==> src/rtl/fsm_out_pkg.sv <==
// Shared sensor codes and exit-FSM state encoding for the parking-lot gate.
// Used by both the entry and exit direction detectors.
package parking_pkg;

    typedef enum logic [1:0] {
        CLEAR = 2'b00,
        OUTER = 2'b01,
        INNER = 2'b10,
        BOTH  = 2'b11
    } sensor_t;

    // Tracking states reuse the sensor code; bit 2 marks IDLE/FOREIGN
    typedef enum logic [2:0] {
        S_X1      = 3'b001,
        S_X3      = 3'b010,
        S_X2      = 3'b011,
        S_IDLE    = 3'b100,
        S_FOREIGN = 3'b111
    } state_t;

    function automatic sensor_t to_code(input logic a, input logic b);
        return sensor_t'({a, b});
    endfunction

endpackage

==> src/rtl/fsm_out_if.sv <==
// Sensor inputs and event outputs of the exit detector.
// master drives the beams, slave is the detector.
interface fsm_out_if;
    logic a;
    logic b;
    logic y;
    logic abort;
    logic err;
    logic stuck;

    modport master (
        output a, b,
        input  y, abort, err, stuck
    );

    modport slave (
        input  a, b,
        output y, abort, err, stuck
    );
endinterface

==> src/rtl/fsm_out_sensor_stall_timer.sv <==
// Saturating count of consecutive blocked samples.
// stuck_rise flags the sample that makes the count reach STALL_MAX.
module sensor_stall_timer #(
    parameter int STALL_MAX = 255
) (
    input  logic clk,
    input  logic reset,
    input  logic blocked,
    output logic stuck,
    output logic stuck_rise
);
    localparam int W = $clog2(STALL_MAX + 1);
    localparam logic [W-1:0] MAX = W'(STALL_MAX);
    localparam logic [W-1:0] ONE = W'(1);

    logic [W-1:0] r_cnt;

    always_ff @(posedge clk) begin
        if (reset) begin
            r_cnt <= '0;
        end else if (!blocked) begin
            r_cnt <= '0;
        end else if (r_cnt != MAX) begin
            r_cnt <= r_cnt + ONE;
        end
    end

    assign stuck      = (r_cnt == MAX);
    assign stuck_rise = blocked && (r_cnt == MAX - ONE);
endmodule

==> src/rtl/fsm_out.sv <==
// Exit-direction detector: pulses y on b -> ab -> a -> clear,
// with abort, err and stuck reporting.
module fsm_out
    import parking_pkg::*;
#(
    parameter int STALL_MAX = 255
) (
    input  logic       clk,
    input  logic       reset,
    fsm_out_if.slave   bus
);
    sensor_t w_code;
    state_t  r_state;
    state_t  w_next;
    logic    w_y;
    logic    w_abort;
    logic    w_err;
    logic    w_stuck;
    logic    w_stuck_rise;
    logic    r_y;
    logic    r_abort;
    logic    r_err;

    assign w_code = to_code(bus.a, bus.b);

    sensor_stall_timer #(
        .STALL_MAX (STALL_MAX)
    ) u_stall (
        .clk        (clk),
        .reset      (reset),
        .blocked    (w_code != CLEAR),
        .stuck      (w_stuck),
        .stuck_rise (w_stuck_rise)
    );

    always_ff @(posedge clk) begin
        if (reset) begin
            r_state <= S_IDLE;
            r_y     <= 1'b0;
            r_abort <= 1'b0;
            r_err   <= 1'b0;
        end else begin
            r_state <= w_next;
            r_y     <= w_y;
            r_abort <= w_abort;
            r_err   <= w_err;
        end
    end

    always_comb begin
        w_next  = r_state;
        w_y     = 1'b0;
        w_abort = 1'b0;
        w_err   = 1'b0;
        unique case (r_state)
            S_IDLE: begin
                unique case (w_code)
                    CLEAR: w_next = S_IDLE;
                    OUTER: w_next = S_X1;
                    INNER: w_next = S_FOREIGN;
                    BOTH: begin
                        w_next = S_FOREIGN;
                        w_err  = 1'b1;
                    end
                endcase
            end
            S_X1: begin
                unique case (w_code)
                    OUTER: w_next = S_X1;
                    BOTH:  w_next = S_X2;
                    CLEAR: begin
                        w_next  = S_IDLE;
                        w_abort = 1'b1;
                    end
                    INNER: begin
                        w_next = S_FOREIGN;
                        w_err  = 1'b1;
                    end
                endcase
            end
            S_X2: begin
                unique case (w_code)
                    BOTH:  w_next = S_X2;
                    INNER: w_next = S_X3;
                    OUTER: w_next = S_X1;
                    CLEAR: begin
                        w_next = S_FOREIGN;
                        w_err  = 1'b1;
                    end
                endcase
            end
            S_X3: begin
                unique case (w_code)
                    INNER: w_next = S_X3;
                    BOTH:  w_next = S_X2;
                    CLEAR: begin
                        w_next = S_IDLE;
                        w_y    = 1'b1;
                    end
                    OUTER: begin
                        w_next = S_FOREIGN;
                        w_err  = 1'b1;
                    end
                endcase
            end
            default: begin
                if (w_code == CLEAR) w_next = S_IDLE;
            end
        endcase
        // A stall overrides whatever the table decided, silently
        if (w_stuck_rise) begin
            w_next  = S_FOREIGN;
            w_y     = 1'b0;
            w_abort = 1'b0;
            w_err   = 1'b0;
        end
    end

    assign bus.y     = r_y;
    assign bus.abort = r_abort;
    assign bus.err   = r_err;
    assign bus.stuck = w_stuck;
endmodule

==> src/flat_wrapper.sv <==
// flat-port wrapper written by rule: the top's interface ports become plain ports
module fsm_out_flat import parking_pkg::*;
#(
    parameter int STALL_MAX = 255
)
  (clk, reset, bus_a, bus_b, bus_y, bus_abort, bus_err, bus_stuck);
  fsm_out_if bus_i ();
  input  logic clk;
  input  logic reset;
  input wire logic [$bits(bus_i.a)-1:0] bus_a;
  input wire logic [$bits(bus_i.b)-1:0] bus_b;
  output wire logic [$bits(bus_i.y)-1:0] bus_y;
  output wire logic [$bits(bus_i.abort)-1:0] bus_abort;
  output wire logic [$bits(bus_i.err)-1:0] bus_err;
  output wire logic [$bits(bus_i.stuck)-1:0] bus_stuck;
  assign bus_i.a = bus_a;
  assign bus_i.b = bus_b;
  assign bus_y = bus_i.y;
  assign bus_abort = bus_i.abort;
  assign bus_err = bus_i.err;
  assign bus_stuck = bus_i.stuck;
  fsm_out #(.STALL_MAX(STALL_MAX)) u_core (.clk(clk), .reset(reset), .bus(bus_i));
endmodule
==> config.mk <==
export PLATFORM = sky130hd
export DESIGN_NAME = fsm_out_flat
export DESIGN_NICKNAME = d
export VERILOG_FILES = /design/src/rtl/fsm_out_pkg.sv /design/src/rtl/fsm_out_if.sv /design/src/rtl/fsm_out_sensor_stall_timer.sv /design/src/rtl/fsm_out.sv /design/src/flat_wrapper.sv
export SDC_FILE = /design/constraint.sdc
export NUM_CORES = 1
export LEC_CHECK = 0
export ABC_CLOCK_PERIOD_IN_PS = 1500
export BUFFER_PORTS_ARGS = -buffer_cell sky130_fd_sc_hd__buf_4
export CELL_PAD_IN_SITES_DETAIL_PLACEMENT = 1
export CELL_PAD_IN_SITES_GLOBAL_PLACEMENT = 2
export CORE_MARGIN = 4
export CORE_UTILIZATION = 34
export CTS_BUF_LIST = sky130_fd_sc_hd__clkbuf_16
export DETAILED_ROUTE_END_ITERATION = 10
export GPL_TIMING_DRIVEN = 0
export PLACE_DENSITY_LB_ADDON = 0.1
export SYNTH_ARGS = -nofsm -noshare
export SYNTH_HDL_FRONTEND = slang
export SYNTH_SLANG_ARGS = --single-unit
==> constraint.sdc <==
create_clock -name clk -period 1.5 [get_ports clk]
set_clock_uncertainty 0.05 [all_clocks]
set_input_delay 0.075 -clock clk [delete_from_list [all_inputs] [get_ports clk]]
set_output_delay 0.075 -clock clk [all_outputs]
set_load 0.1 [all_outputs]
==> flow_metrics.tcl <==
set metrics [dict create \
    cts_buffers 3 \
    synth_area_um2 779.5 \
    worstPathMaxFanout 6 \
    grt_max_degree 11 \
    hp-start "reset" \
    holdCritPathClass "in -> reg" \
    synthCells 90 \
    share_seq_of_total_power 0.396 \
    fin_util 0.4455 \
    vias 662 \
    switching_share 0.2281 \
    crit_path_start_kind "register" \
    die_w_um 55.88 \
    vias_per_cell 5.213 \
    die-area_um2 3123 \
    fin_setup_tns_ps 0 \
    gp_congestion 0.6942 \
    final.period_utilization 0.9440 \
    portBuffers 6 \
    fmax_ghz 0.7062 \
    coreArea_um2 2191 \
    clk_path_buf_depth 2 \
    syn_nets 96 \
    power.leakage_nw 0.3715 \
    fin_area_um2 975.9 \
    yosys_register_bits 14 \
    initial_core_util 0.3558 \
    antenna_left 0 \
    antenna_found_initial 0 \
    synth-async-reset-ratio 0 \
    ys_types 39 \
    regArea_um2 289.0 \
    drt-total-wl_um 1722 \
    maxCapViolations 0 \
    preCtsSetupSlack_ps 13.00 \
    dp_cells 124 \
    ios 8 \
    p_sw_mw 0.2363 \
    grt_use_total 0.1219 \
    hold_buffers 0 \
    cts-root-buf "clkbuf_16" \
    synth_ff_type "dfxtp_1" \
    clkTransAtPathRegs_ps 50 \
    period_needed_ps 1416 \
    wl_per_cell_um 13.56 \
    fin_nets 107 \
    hold_violations 0 \
    slew_headroom 0.7684 \
    cts_tree "yes" \
    dpl-instance-area_um2 863.3 \
    grt_first_pass_wirelength_um 3084 \
    r2r_start "u_core.r_state[1]$_SDFFE_PP0P_" \
    synth_edf_count 0 \
    synth_warnings 0 \
    finalSetupViolations 0 \
    crit_arrival_ps 1290 \
    power.internal_mw 0.7994 \
    peakVddDrop_uv 502.5 \
    combPwrFrac 0.130 \
    worstSkewPairLatency_ps 240 \
    drc 0 \
    critPathKind "reg -> out" \
    fillers 267 \
    tightest_slew_ps 344.3 \
    maxSlewViolCount 0 \
    clock_sinks 14 \
    finalPower_mw 1.036 \
    first_global_vias 671 \
    syn-mean-instance-area_um2 8.661 \
    setup_slack_ps 84.00 \
    multi_input_area_um2 476.7 \
    grt_overflow_total 0 \
    cp_data_required_time_ps 1370 \
    dp_hpwl_um 1231 \
    crit_start "u_core.u_stall.r_cnt[3]$_SDFFE_PP0N_" \
    cp-end-kind "output port" \
    area_delta_synth_final_pct 25.20 \
    htree_num_levels 1 \
    first_iter_violations 4 \
    yosysSeqAreaShare 0.3596 \
    drive_above_1_share 0.2727 \
    finalNonFillerCells 127 \
    hold_ws_ps 18.00 \
    pwr-share-clk 0.474 \
    cts_setup_buffers 0 \
    die_h_um 55.88 \
    cellPowerDensity_nw_per_um2 1061 \
    rows 17 \
    status "finished, final reports clean" \
    n_antenna_cell 0 \
    rsz0062_at_grt "no" \
    first_pass_iters 4 \
]
==> area by class of cell <==
class                   count  share of cell area
repair buffers              6             0.05385
plain buffers               4             0.03333
flip-flops and latches     14              0.2962
inverters                   3             0.01538
multi-input cells          69              0.4885
clock buffers               3             0.07692
well taps                  28             0.03590
==> synth_stat cells, types with 3 or more instances <==
cell,n,share of area
a31oi_1,3,0.024
dfxtp_1,14,0.36
a21oi_1,4,0.026
nor2_1,7,0.034
inv_1,3,0.014
nand3_1,4,0.026
and3_1,5,0.040
o21ai_0,6,0.039
nor3_1,5,0.032
nor2b_1,3,0.024
==> logic make-up after synthesis <==
| kind of cell | after synthesis | synth area share |
|---|---|---|
| fa+ha+maj | 2 | 0.03210 |
| flops | 14 | 0.3596 |
| compound gates | 20 | 0.1670 |
| simple gates | 43 | 0.3387 |
| xor+xnor | 3 | 0.03371 |
| mux | 1 | 0.01284 |
| buf+inv | 7 | 0.05616 |
==> timing repair <==
| item | 4_1_cts | 5_1_grt |
|---|---|---|
| resized for setup | 6 | 6 |
| gates cloned | 0 | 0 |
| setup endpoints to repair | 1 | 1 |
==> registers in the layout, indices dropped and copies added (netlist names) <==
signal,flops
u_core.u_stall.r_cnt,8
u_core.r_state,3
u_core.bus.abort,1
u_core.bus.err,1
u_core.bus.y,1
==> placed cells by master (no fill, tap or decap), types with 2 or more instances in the layout <==
cell / count
buf_4: 5
nor2_1: 7
inv_1: 2
a21oi_1: 4
and3_1: 4
or2b_1: 2
nand2b_1: 2
nand2_1: 2
and2_1: 2
buf_6: 2
nor3_1: 5
xnor2_1: 2
dfxtp_2: 4
nor2b_1: 3
clkbuf_16: 3
o21ai_0: 6
a31oi_1: 3
dfxtp_1: 9
nand3_1: 4
and3_4: 2
==> critical path, cell delays in order (launching register included) <==
cell	delay (ps)
dfxtp_1	360
and3_4	230
nand3_2	150
clkinvlp_4	120
buf_8	190
==> power groups by stage <==
stage	sequential, mW	combinational [mW]	clock, mW
5_1_grt	0.412	0.153	0.532
2_1_floorplan	0.420	0.0932	0
4_1_cts	0.410	0.137	0.509
3_3_place_gp	0.413	0.133	0
3_5_place_dp	0.414	0.135	0
6_report	0.410	0.135	0.491
==> path summary, 6_finish.rpt <==
check | endpoint | slack (ps) | cells after the start
worst max register to register | u_core.r_state[0]$_SDFFE_PP0P_ | 210 | 4
worst max-delay path | bus_stuck | 80 | 4
worst min register to register | u_core.u_stall.r_cnt[2]$_SDFFE_PP0N_ | 460 | 2
worst min-delay path | u_core.r_state[1]$_SDFFE_PP0P_ | 20 | 2
==> per-layer routing <==
layer | track usage | vias up | part of all wire | routed length [µm]
li1 | - | 338 | - | -
met1 | 0.1366 | 317 | 0.41 | 702
met2 | 0.2230 | 5 | 0.56 | 966
met3 | 0.02320 | 2 | 0.023 | 40
met4 | 0.05085 | 0 | 0.0070 | 12
met5 | 0 | - | 0 | 0
Note: power is estimated with default switching activity, not from simulation.
